<file path="config.mk">
export PLATFORM = sky130hd
export DESIGN_NAME = timestamp_record_packer
export DESIGN_NICKNAME = d
export VERILOG_FILES = /design/src/rtl/timestamp_pkg.sv /design/src/rtl/timestamp_record_packer_record_fifo.sv /design/src/rtl/timestamp_record_packer.sv
export SDC_FILE = /design/constraint.sdc
export NUM_CORES = 1
export LEC_CHECK = 0
export ABC_AREA = 0
export CORE_MARGIN = 2
export CORE_UTILIZATION = 56
export DETAILED_ROUTE_END_ITERATION = 8
export PLACE_DENSITY = 0.75
export SLEW_MARGIN = 20
export SYNTH_ARGS = -nofsm -noshare
export SYNTH_HDL_FRONTEND = slang
export SYNTH_SLANG_ARGS = --single-unit
</file>
<file path="constraint.sdc">
create_clock -name clk -period 16.5 [get_ports clk]
set_input_delay 1.65 -clock clk [delete_from_list [all_inputs] [get_ports clk]]
set_output_delay 1.65 -clock clk [all_outputs]
set_load 0.03 [all_outputs]
</file>
<file path="src/rtl/timestamp_pkg.sv">
// Shared types and sizing helpers for the event timestamper and the record packer.
package timestamp_pkg;

  localparam int SEQ_W = 16;

  typedef enum logic {
    IDLE,
    SEND
  } packer_state_e;

  // Bytes on the wire for one record: optional sequence prefix, byte-padded id, three timestamps.
  function automatic int rec_bytes(input int id_w, input int ts_w, input bit seq_en);
    return (seq_en ? SEQ_W / 8 : 0) + (id_w + 7) / 8 + 3 * (ts_w / 8);
  endfunction

endpackage

</file>
<file path="src/rtl/timestamp_record_packer_record_fifo.sv">
// Small synchronous record FIFO with a combinational head read.
module record_fifo #(
  parameter int WIDTH = 8,
  parameter int DEPTH = 4
) (
  input  logic             clk,
  input  logic             rst,
  input  logic             push,
  input  logic             pop,
  output logic             full,
  output logic             empty,
  input  logic [WIDTH-1:0] wdata,
  output logic [WIDTH-1:0] rdata
);

  localparam int AW = $clog2(DEPTH);

  logic [WIDTH-1:0] mem [DEPTH];
  logic [AW-1:0]    wr_ptr;
  logic [AW-1:0]    rd_ptr;
  logic [AW:0]      count;
  logic             do_push;
  logic             do_pop;

  assign full    = (count == (AW + 1)'(DEPTH));
  assign empty   = (count == '0);
  // A push into a full FIFO is dropped even when a pop frees a slot in the same cycle.
  assign do_push = push && !full;
  assign do_pop  = pop && !empty;
  assign rdata   = mem[rd_ptr];

  always_ff @(posedge clk) begin
    if (do_push) begin
      mem[wr_ptr] <= wdata;
    end
  end

  always_ff @(posedge clk) begin
    if (rst) begin
      wr_ptr <= '0;
      rd_ptr <= '0;
      count  <= '0;
    end else begin
      if (do_push) begin
        wr_ptr <= wr_ptr + AW'(1);
      end
      if (do_pop) begin
        rd_ptr <= rd_ptr + AW'(1);
      end
      case ({do_push, do_pop})
        2'b10:   count <= count + (AW + 1)'(1);
        2'b01:   count <= count - (AW + 1)'(1);
        default: count <= count;
      endcase
    end
  end

endmodule

</file>
<file path="src/rtl/timestamp_record_packer.sv">
// Buffers timestamp records and serializes them MSB-first onto a byte stream with a per-record last flag.
// Optional TS_PACKER_SEQ_EN prefixes every record with a 16-bit big-endian sequence number.
module timestamp_record_packer
  import timestamp_pkg::*;
#(
  parameter int ID_W       = 4,
  parameter int TS_W       = 64,
  parameter int FIFO_DEPTH = 4
) (
  input  logic            clk,
  input  logic            rst,
  input  logic            in_valid,
  output logic            in_ready,
  input  logic [ID_W-1:0] in_id,
  input  logic [TS_W-1:0] in_start_ts,
  input  logic [TS_W-1:0] in_end_ts,
  input  logic [TS_W-1:0] in_ts,
  output logic            m_valid,
  input  logic            m_ready,
  output logic [7:0]      m_data,
  output logic            m_last,
  output logic [31:0]     rec_sent
);

`ifdef TS_PACKER_SEQ_EN
  localparam bit SEQ_EN = 1'b1;
`else
  localparam bit SEQ_EN = 1'b0;
`endif

  localparam int ID_BYTES  = (ID_W + 7) / 8;
  localparam int REC_BYTES = rec_bytes(ID_W, TS_W, SEQ_EN);
  localparam int REC_W     = REC_BYTES * 8;
  localparam int CNT_W     = $clog2(REC_BYTES);
  localparam int FIFO_W    = ID_W + 3 * TS_W;

  if ((TS_W % 8) != 0) begin : g_ts_w_chk
    $error("timestamp_record_packer: TS_W must be a multiple of 8");
  end
  if ((FIFO_DEPTH < 2) || ((FIFO_DEPTH & (FIFO_DEPTH - 1)) != 0)) begin : g_depth_chk
    $error("timestamp_record_packer: FIFO_DEPTH must be a power of 2 and >= 2");
  end

  packer_state_e         state;
  logic [REC_W-1:0]      shift_reg;
  logic [CNT_W-1:0]      byte_cnt;
  logic                  fifo_full;
  logic                  fifo_empty;
  logic [FIFO_W-1:0]     fifo_wdata;
  logic [FIFO_W-1:0]     fifo_rdata;
  logic                  push;
  logic                  pop;
  logic                  last_byte;
  logic [ID_BYTES*8-1:0] id_pad;
  logic [REC_W-1:0]      load_word;

  assign in_ready   = !fifo_full && !rst;
  assign push       = in_valid && in_ready;
  assign fifo_wdata = {in_id, in_start_ts, in_end_ts, in_ts};

  record_fifo #(
    .WIDTH (FIFO_W),
    .DEPTH (FIFO_DEPTH)
  ) u_fifo (
    .clk   (clk),
    .rst   (rst),
    .push  (push),
    .pop   (pop),
    .full  (fifo_full),
    .empty (fifo_empty),
    .wdata (fifo_wdata),
    .rdata (fifo_rdata)
  );

  always_comb begin
    id_pad = '0;
    id_pad[ID_W-1:0] = fifo_rdata[FIFO_W-1 -: ID_W];
  end

`ifdef TS_PACKER_SEQ_EN
  logic [SEQ_W-1:0] seq_reg;

  always_ff @(posedge clk) begin
    if (rst) begin
      seq_reg <= '0;
    end else if (pop) begin
      seq_reg <= seq_reg + SEQ_W'(1);
    end
  end

  assign load_word = {seq_reg, id_pad, fifo_rdata[3*TS_W-1:0]};
`else
  assign load_word = {id_pad, fifo_rdata[3*TS_W-1:0]};
`endif

  assign last_byte = (state == SEND) && (byte_cnt == CNT_W'(REC_BYTES - 1));
  // Reload on the final handshake so consecutive records leave without a bubble.
  assign pop       = !fifo_empty && ((state == IDLE) || (last_byte && m_ready));

  // The shift register is cleared whenever nothing is loaded, so m_data idles at zero.
  assign m_valid = (state == SEND);
  assign m_data  = shift_reg[REC_W-1 -: 8];
  assign m_last  = last_byte;

  always_ff @(posedge clk) begin
    if (rst) begin
      state     <= IDLE;
      shift_reg <= '0;
      byte_cnt  <= '0;
      rec_sent  <= '0;
    end else begin
      case (state)
        IDLE: begin
          if (pop) begin
            shift_reg <= load_word;
            byte_cnt  <= '0;
            state     <= SEND;
          end
        end
        SEND: begin
          if (m_ready) begin
            if (last_byte) begin
              rec_sent <= rec_sent + 32'd1;
              byte_cnt <= '0;
              if (pop) begin
                shift_reg <= load_word;
              end else begin
                shift_reg <= '0;
                state     <= IDLE;
              end
            end else begin
              shift_reg <= {shift_reg[REC_W-9:0], 8'h00};
              byte_cnt  <= byte_cnt + CNT_W'(1);
            end
          end
        end
        default: state <= IDLE;
      endcase
    end
  end

endmodule
</file>
==> reports/results.txt, run 1 <==
The initial utilization of the core area, before any placement, comes to 56.3%. The highest metal layer carrying signal wires in the routed design is met5. The initial antenna violation count is 25, and the synthesized net count is 2402. Max-cap violations in this run came to 0.

Setup violations remaining at the end of the flow were counted as 0. For the post-route setup TNS, the log shows 0 ps. For the final instance area, the log shows 44800 um2. The count of buffers added on input and output ports is 242. The detailed-route DRC error count came out at 0. The endpoint identified for the worst register-to-register timing path is shift_reg[12]. The total half-perimeter wirelength after legalization and detailed placement is 46600 um. The power density over the cells is 171 nW/um2.

From bottom edge to top edge, the die measures 266 um. The run finished with clean final reports. The core outline area is 68200 um2. The clock passes through at most 3 buffers. For this block, wires on met1 add up to 33300 um. The area of the die was 70700 um2; the part of the total power dissipated in the clock network was 29.4%. Based on the critical path, the design can be clocked at up to 208 MHz. The final core area utilization was 65.7%; the worst reg-to-reg path cell count was 9. The logs give 100 for the CTS buffer count and 2142 for the number of design-rule violations left by the first detailed-router iteration. Routability-driven placement finished with a final weighted congestion of 0.821.

The design draws 7.65 mW. The first-pass GRT wire length came out at 127000 um. The run gives 44.3% as the proportion of power drawn by flip-flops and latches.

After detailed routing, the average wire length per cell comes to 24.7 um. The number of top-level pins is 243. Across the routed clock network, the largest skew measured is 23.8 ps. For the post-route worst hold slack, the log shows 451 ps.

The routed layout has 21000 vias. The total number of H-tree levels was 3. The register with the most flip-flops in the layout has 784 of them.

Each instance of the synthesized netlist takes up on average 17.5 um2. The area growth from synthesis to layout is 16.7%. Synthesis inferred 1031 register bits. Of the synthesized area, sequential elements account for 74.2%. The actual transition at the worst max-transition pin works out to 1210 ps. At the worst endpoint, the arrival time is 3160 ps. Of all nets on the critical path, the largest fanout is 90.

The type of destination of the critical path was an output pin. The logs give 2605 for the net count of the finished layout and 0 for the number of nets still failing antenna checks after routing. The clock reaches the later pin of the worst-skew pair after 660 ps. The kind of critical path was in -> out. The share of final-layout standard cells stronger than drive strength 1 was 15.6%; the largest net degree at the start of global routing was 204. Worst setup path startpoint: rst. After clock tree synthesis, the clock-pin slew on the worst setup and hold paths is 60 ps. The via density per instance is 6.23, and the max-slew violation count is 0. In this run the tightest slew margin relative to its limit is 19.7%.

The slowest cell on the critical path was sky130_fd_sc_hd__clkdlybuf4s50_1. The relative contribution of combinational cells to total power was 26.3%. The worst hold path belongs to the class reg -> reg.

The most used flip-flop cell after synthesis is sky130_fd_sc_hd__edfxtp_1. Of the total power, the share spent switching nets is 30.7%. The startpoint identified for the worst register-to-register timing path is byte_cnt[0].

In the global route stage, overall resource usage came out at 23.7%. Following the worst setup path forward leads to its endpoint at in_ready. The met2 wirelength from detailed routing is 41500 um, and the number of failing hold endpoints at the final stage is 0.

The logs give 38400 um2 for the post-synthesis instance area and 12550 ps for the slack of the worst reg-to-reg path. For the number of global-route vias before repair, the log shows 21500. The number of hold buffers added after CTS was 0. Clock tree synthesis found a total of 1031 sinks.

Setup repair after global routing left no endpoint under its margin. After synthesis, the netlist uses 42 different library cells. The total wire length after detailed routing is 83300 um, and the floorplan die width is 266 um. The internal power component was 5.31 mW; the leakage component of the power was 14.3 nW. Kind of launch point of the worst setup path: a primary input. The floorplan has 96 rows. The count of instances resized after the clock tree is built is 0.

The net switching power was 2.35 mW; the maximum single-stage delay on the critical path was 810 ps. TritonCTS built the clock tree. The time the worst path needs with I/O delays and setup is 4810 ps, and the routed wire length on met3 is 6370 um. The synthesized design contains 784 enable-type register cells. The tools report the post-placement cell area as 41400 um2.

The final critical-path share of the clock period was 29.1%. Global routing finished with a remaining overflow of 0. The worst-case vdd ir drop is 0.000242 V. Synthesis handed over a netlist of 2193 instances.

The root buffer cell chosen for the clock tree is sky130_fd_sc_hd__clkbuf_16. The number of warnings issued by yosys is 0. At the worst endpoint, the required time is 14850 ps. The first detailed-routing pass took 5 iterations.

For the post-CTS repair timing setup buffer count, the log shows 0. The async set or reset register ratio after synthesis came out at 0%. The critical path goes through buf_8, a31oi_1, clkdlybuf4s50_1.
-- Yosys cell counts, drive strengths merged, types with 6 or more instances --
cell,instances,area share (%)
edfxtp,784,61
dfxtp,247,13
nor2,233,2.3
mux4,196,11
nor3,193,2.5
a221oi,188,4.3
buf,87,1.2
clkbuf,82,0.80
nand3,24,0.33
nand2,23,0.22
xor2,23,0.52
a21oi,17,0.22
and3,12,0.20
nand4,12,0.20
xnor2,10,0.23
and2,9,0.15
ha,8,0.26
inv,8,0.078
and4,6,0.14
-- routing by layer --
layer / vias to the layer above / GRT usage (%)
met5: - / 0.832
met1: 10800 / 31.9
met3: 144 / 5.18
li1: 9256 / -
met4: 28 / 7.85
met2: 779 / 38.7
-- worst max-delay path: cells and delay by family --
kind,cells,cell delay [ps]
AO/OA/AOI/OAI,1,460
buffers and inverters,2,1020
-- cell families (layout without fill, tap and decap cells) --
kind of cell,after synthesis,count (layout),share of synthesized area (%)
AND/OR/NAND/NOR,523,523,6.31
multiplexers,200,200,11.6
AO/OA/AOI/OAI,220,220,4.77
adder cells (fa/ha/maj),9,9,0.313
flip-flops,1031,1031,74.2
buffers and inverters,177,465,2.09
other,0,11,0
XOR/XNOR,33,33,0.752
-- layout by cell type, fill, tap and decap left out, types with 17 or more instances in the layout --
master / instances
sky130_fd_sc_hd__clkbuf_1: 33
sky130_fd_sc_hd__mux4_2: 196
sky130_fd_sc_hd__xor2_1: 23
sky130_fd_sc_hd__clkdlybuf4s50_1: 241
sky130_fd_sc_hd__buf_4: 25
sky130_fd_sc_hd__clkbuf_16: 103
sky130_fd_sc_hd__nand3_1: 23
sky130_fd_sc_hd__nor3_1: 193
sky130_fd_sc_hd__a221oi_1: 188
sky130_fd_sc_hd__nor2_1: 233
sky130_fd_sc_hd__edfxtp_1: 784
sky130_fd_sc_hd__nand2_1: 22
sky130_fd_sc_hd__dfxtp_1: 245
sky130_fd_sc_hd__a21oi_1: 17
-- cell type report --
type,count,area (um2)
multi-input combinational,985,9180
tap,882,1100
inverter,8,30.0
timing repair buffer,270,2690
fill,4452,23400
sequential,1031,28500
clock buffer,152,2920
antenna,11,27.5
clock inverter,35,362
-- worst min path at each step --
| stage | start | to | cells past startpoint |
|---|---|---|---|
| 2_1_floorplan | shift_reg[197] | shift_reg[197] | 2 |
| 3_3_place_gp | shift_reg[197] | shift_reg[197] | 2 |
| 3_5_place_dp | shift_reg[197] | shift_reg[197] | 2 |
| 4_1_cts | shift_reg[197] | shift_reg[197] | 2 |
| 5_1_grt | shift_reg[6] | shift_reg[6] | 2 |
| 6_report | shift_reg[197] | shift_reg[197] | 2 |
-- power groups by stage --
stage | sequential, mW | clock (mW) | combinational, mW
after global routing | 3.42 | 2.38 | 2.21
after detailed placement | 3.44 | 0 | 2.00
after global placement | 3.42 | 0 | 1.94
final | 3.39 | 2.25 | 2.01
after floorplan | 3.34 | 0 | 1.55
after CTS | 3.39 | 2.28 | 2.02
-- per-stage QoR --
| step | std cells | setup WS (ps) |
|---|---|---|
| finish | 3374 | 11690 |
| global route | 3372 | 11610 |
| CTS | 3361 | 11650 |
| floorplan | 2193 | 8950 |
| global placement | 3174 | 11460 |
| detailed placement | 3174 | 11300 |
Power figures use the tool's default switching activity.
==> run 2: changes to the inputs <==
--- a/config.mk
+++ b/config.mk
@@ -7,9 +7,9 @@
 export LEC_CHECK = 0
 export ABC_AREA = 0
 export CORE_MARGIN = 2
-export CORE_UTILIZATION = 56
+export CORE_UTILIZATION = 53
 export DETAILED_ROUTE_END_ITERATION = 8
-export PLACE_DENSITY = 0.75
+export PLACE_DENSITY = 0.74
 export SLEW_MARGIN = 20
 export SYNTH_ARGS = -nofsm -noshare
 export SYNTH_HDL_FRONTEND = slang
==> constraint.sdc (replaced) <==
create_clock -name clk -period 3.92 [get_ports clk]
set_input_delay 0.392 -clock clk [delete_from_list [all_inputs] [get_ports clk]]
set_output_delay 0.392 -clock clk [all_outputs]
set_load 0.03 [all_outputs]
==> run 2 against run 1 <==
  * Critical path depth up 2
  * First-iteration DRC count is 8.2% lower
  * Highest routed layer unchanged
  * Utilization is 2.1 points lower
  * Largest power group unchanged
  * Count of clock-buffer cells in the layout is 5 lower
==> reports/results.txt, run 2 (synthesis gave the netlist of run 1 again) <==
The run finished with clean final reports. Setup violations remaining at the end of the flow were counted as 0. TritonCTS built the clock tree. The core region is 71600 um2.

The reported max-cap violation count is 0, and the power density over the cells is 721 nW/um2. For this run, design rule violations remaining after detail routing come to 0. The total number of H-tree levels came out at 3. In this run the worst path has a maximum fanout of 5. The actual transition at the worst max-transition pin works out to 1080 ps. Between clock sinks in the finished design, the worst skew comes to 26.1 ps. In this run the remaining antenna-violating nets after routing total 0. The floorplan step defined a die boundary enclosing 74600 um2. Counting along the longest clock path gives a buffer depth of 3. The time the worst path needs with I/O delays and setup came out at 2830 ps. The class of the tightest hold or removal check was in -> reg.

For this configuration, the core starts out at a cell density of 53.6%. For this run, the post-layout net count is 2639. Entering global routing, the biggest net connects 93 pins. 243 I/O pins were placed.

Using the TritonRoute via totals, the vias-per-cell ratio works out to 6.12. After detailed placement, the design holds a cell count of 3274. The tools report the total number of vias as 21200. The number of input and output port buffers inserted came out at 242. Clock insertion delay at the later pin of the skew report: 650 ps. Post-route worst hold slack: 362 ps. Slowest cell on the critical path: sky130_fd_sc_hd__clkdlybuf4s50_1.

The worst setup path is launched from a flip-flop. The global-route layer with the greatest usage is met2. The max-slew violation count came out at 0. The worst-case IR drop observed on VDD is 0.000613 V. The tools report the final weighted congestion in routability-driven placement as 0.818. The first detailed-routing pass ran for 6 iterations.

The tools report the number of global-route vias before repair as 22100. In the layout the commonest cells are sky130_fd_sc_hd__edfxtp_1, sky130_fd_sc_hd__dfxtp_1, sky130_fd_sc_hd__clkdlybuf4s50_1, sky130_fd_sc_hd__nor2_1, sky130_fd_sc_hd__mux4_2. The root buffer cell chosen for the clock tree is sky130_fd_sc_hd__clkbuf_16. For this run, the slowest stage of the critical path takes 670 ps. At the end of the flow the core is filled with cells to 63.6%. Die outline height: 273 um.

TritonCTS created 103 clock buffers. The number of setup buffers added after CTS is 0. The run gives 1 as the number of hold buffers added after cts.

The first global-routing pass estimated 130000 um of wire. The buffers plus inverters on the worst setup path was 2; the final critical-path share of the clock period was 72.3%. For met2 alone, demand over resource in global routing was 38.6%. Setup repair after global routing left no endpoint under its margin. The area added between synthesis and finish came out at 18.6%. After clock tree synthesis, the repair step resized 0 gates.

For the worst setup path, the data arrival time is 2440 ps. STA puts the critical path data required time at 3530 ps. After clock tree synthesis, the clock-pin slew on the worst setup and hold paths is 60 ps. The total wire length after detailed routing is 84500 um. Leaving out fill and tap cells, the most frequent cell in the layout is sky130_fd_sc_hd__edfxtp_1.

Setup total negative slack on the finished layout was measured at 0 ps. Type of destination of the critical path: an output pin. Dividing the detail-routed wire length by the instance count gives 24.3 um.

For the setup slack at placement, the log shows 744 ps. Fill cells in the final layout number 4867. Peak clock frequency supported by timing: 353 MHz. In the global route stage, met3 resource usage came out at 4.41%.

The worst pin sits at a relative slew slack of 27.8%. The count of cells in the finished layout, fillers not included, comes to 3473. The tools report the number of failing hold endpoints at the final stage as 0. The critical path goes through inv_1, ha_1, and4b_2, and2_1, clkdlybuf4s50_1.

Global routing consumed, over all layers together, 22.7% of the routing resources. The flip-flop count of the largest register, all copies and words added was 784. The routing usage on met1 was 30.0%; the number of sinks driven by the clock tree was 1031. The die is 273 um wide. The logs give 1090 ps for the least setup slack across all paths after layout and 98 for the placement row count. After the first detailed-routing iteration, the DRC count stood at 1966. The initial antenna violation count is 17, and the total half-perimeter wirelength after legalization and detailed placement is 49700 um. The tools report the total global routing overflow as 0.

Among cell families on the critical path, the largest total delay comes from buffers and inverters. The analysis attributes to cell leakage a power of 14.6 nW. Of the cells placed in the final design, the portion with a size suffix greater than 1 is 17.1%. The kind of critical path was reg -> out.
[run 2: worst paths after layout]
kind	start	to	slack, ps	cells past startpoint
setup / recovery	byte_cnt[0]	m_last	1090	5
setup reg to reg	m_valid	u_fifo.count[2]	1110	9
hold / removal	in_ts[12]	u_fifo.mem[2][12]	360	1
hold reg to reg	shift_reg[3]	shift_reg[3]	460	2
[run 2: report_power, final]
part | total, mW | switching (mW) | internal (mW)
Clock | 9.83 | 4.01 | 5.82
Combinational | 8.76 | 5.06 | 3.70
Sequential | 14.3 | 0.973 | 13.3
Total | 32.9 | 10.0 | 22.8
[run 2: routing by layer]
metal / up-vias / wire [um] / part of all wire (%)
met2: 853 / 42900 / 51
li1: 9334 / - / -
met5: - / 138 / 0.16
met1: 10900 / 33400 / 40
met3: 159 / 6190 / 7.3
met4: 22 / 1840 / 2.2
[run 2: worst register-to-register path, stage by stage (launching register included)]
cell                      delay (ps)
sky130_fd_sc_hd__dfxtp_1         620
sky130_fd_sc_hd__nand2_1         290
sky130_fd_sc_hd__o21ai_0         320
sky130_fd_sc_hd__and2_1          220
sky130_fd_sc_hd__ha_1            200
sky130_fd_sc_hd__inv_1            70
sky130_fd_sc_hd__fa_1            370
sky130_fd_sc_hd__xor2_1          180
sky130_fd_sc_hd__or3_1           310
sky130_fd_sc_hd__a21oi_1         150
[run 2: layout make-up]
class                           instances  area [um2]  share of cell area, %
Timing Repair Buffer                  301        3200                   7.02
Clock buffer                          147        3020                   6.63
Sequential cell                      1031       28500                   62.5
Clock inverter                         45         435                  0.956
Multi-Input combinational cell        985        9180                   20.2
Antenna cell                            6        15.0                 0.0330
Tap cell                              950        1190                   2.61
Inverter                                8        30.0                 0.0659
[run 2: through the flow]
stage          total power, mW  area (um2)
6_report                  32.9       45600
5_1_grt                   34.4       45600
4_1_cts                   33.1       45500
3_5_place_dp              23.2       42100
3_3_place_gp              23.0       42100
2_1_floorplan             20.5       38400
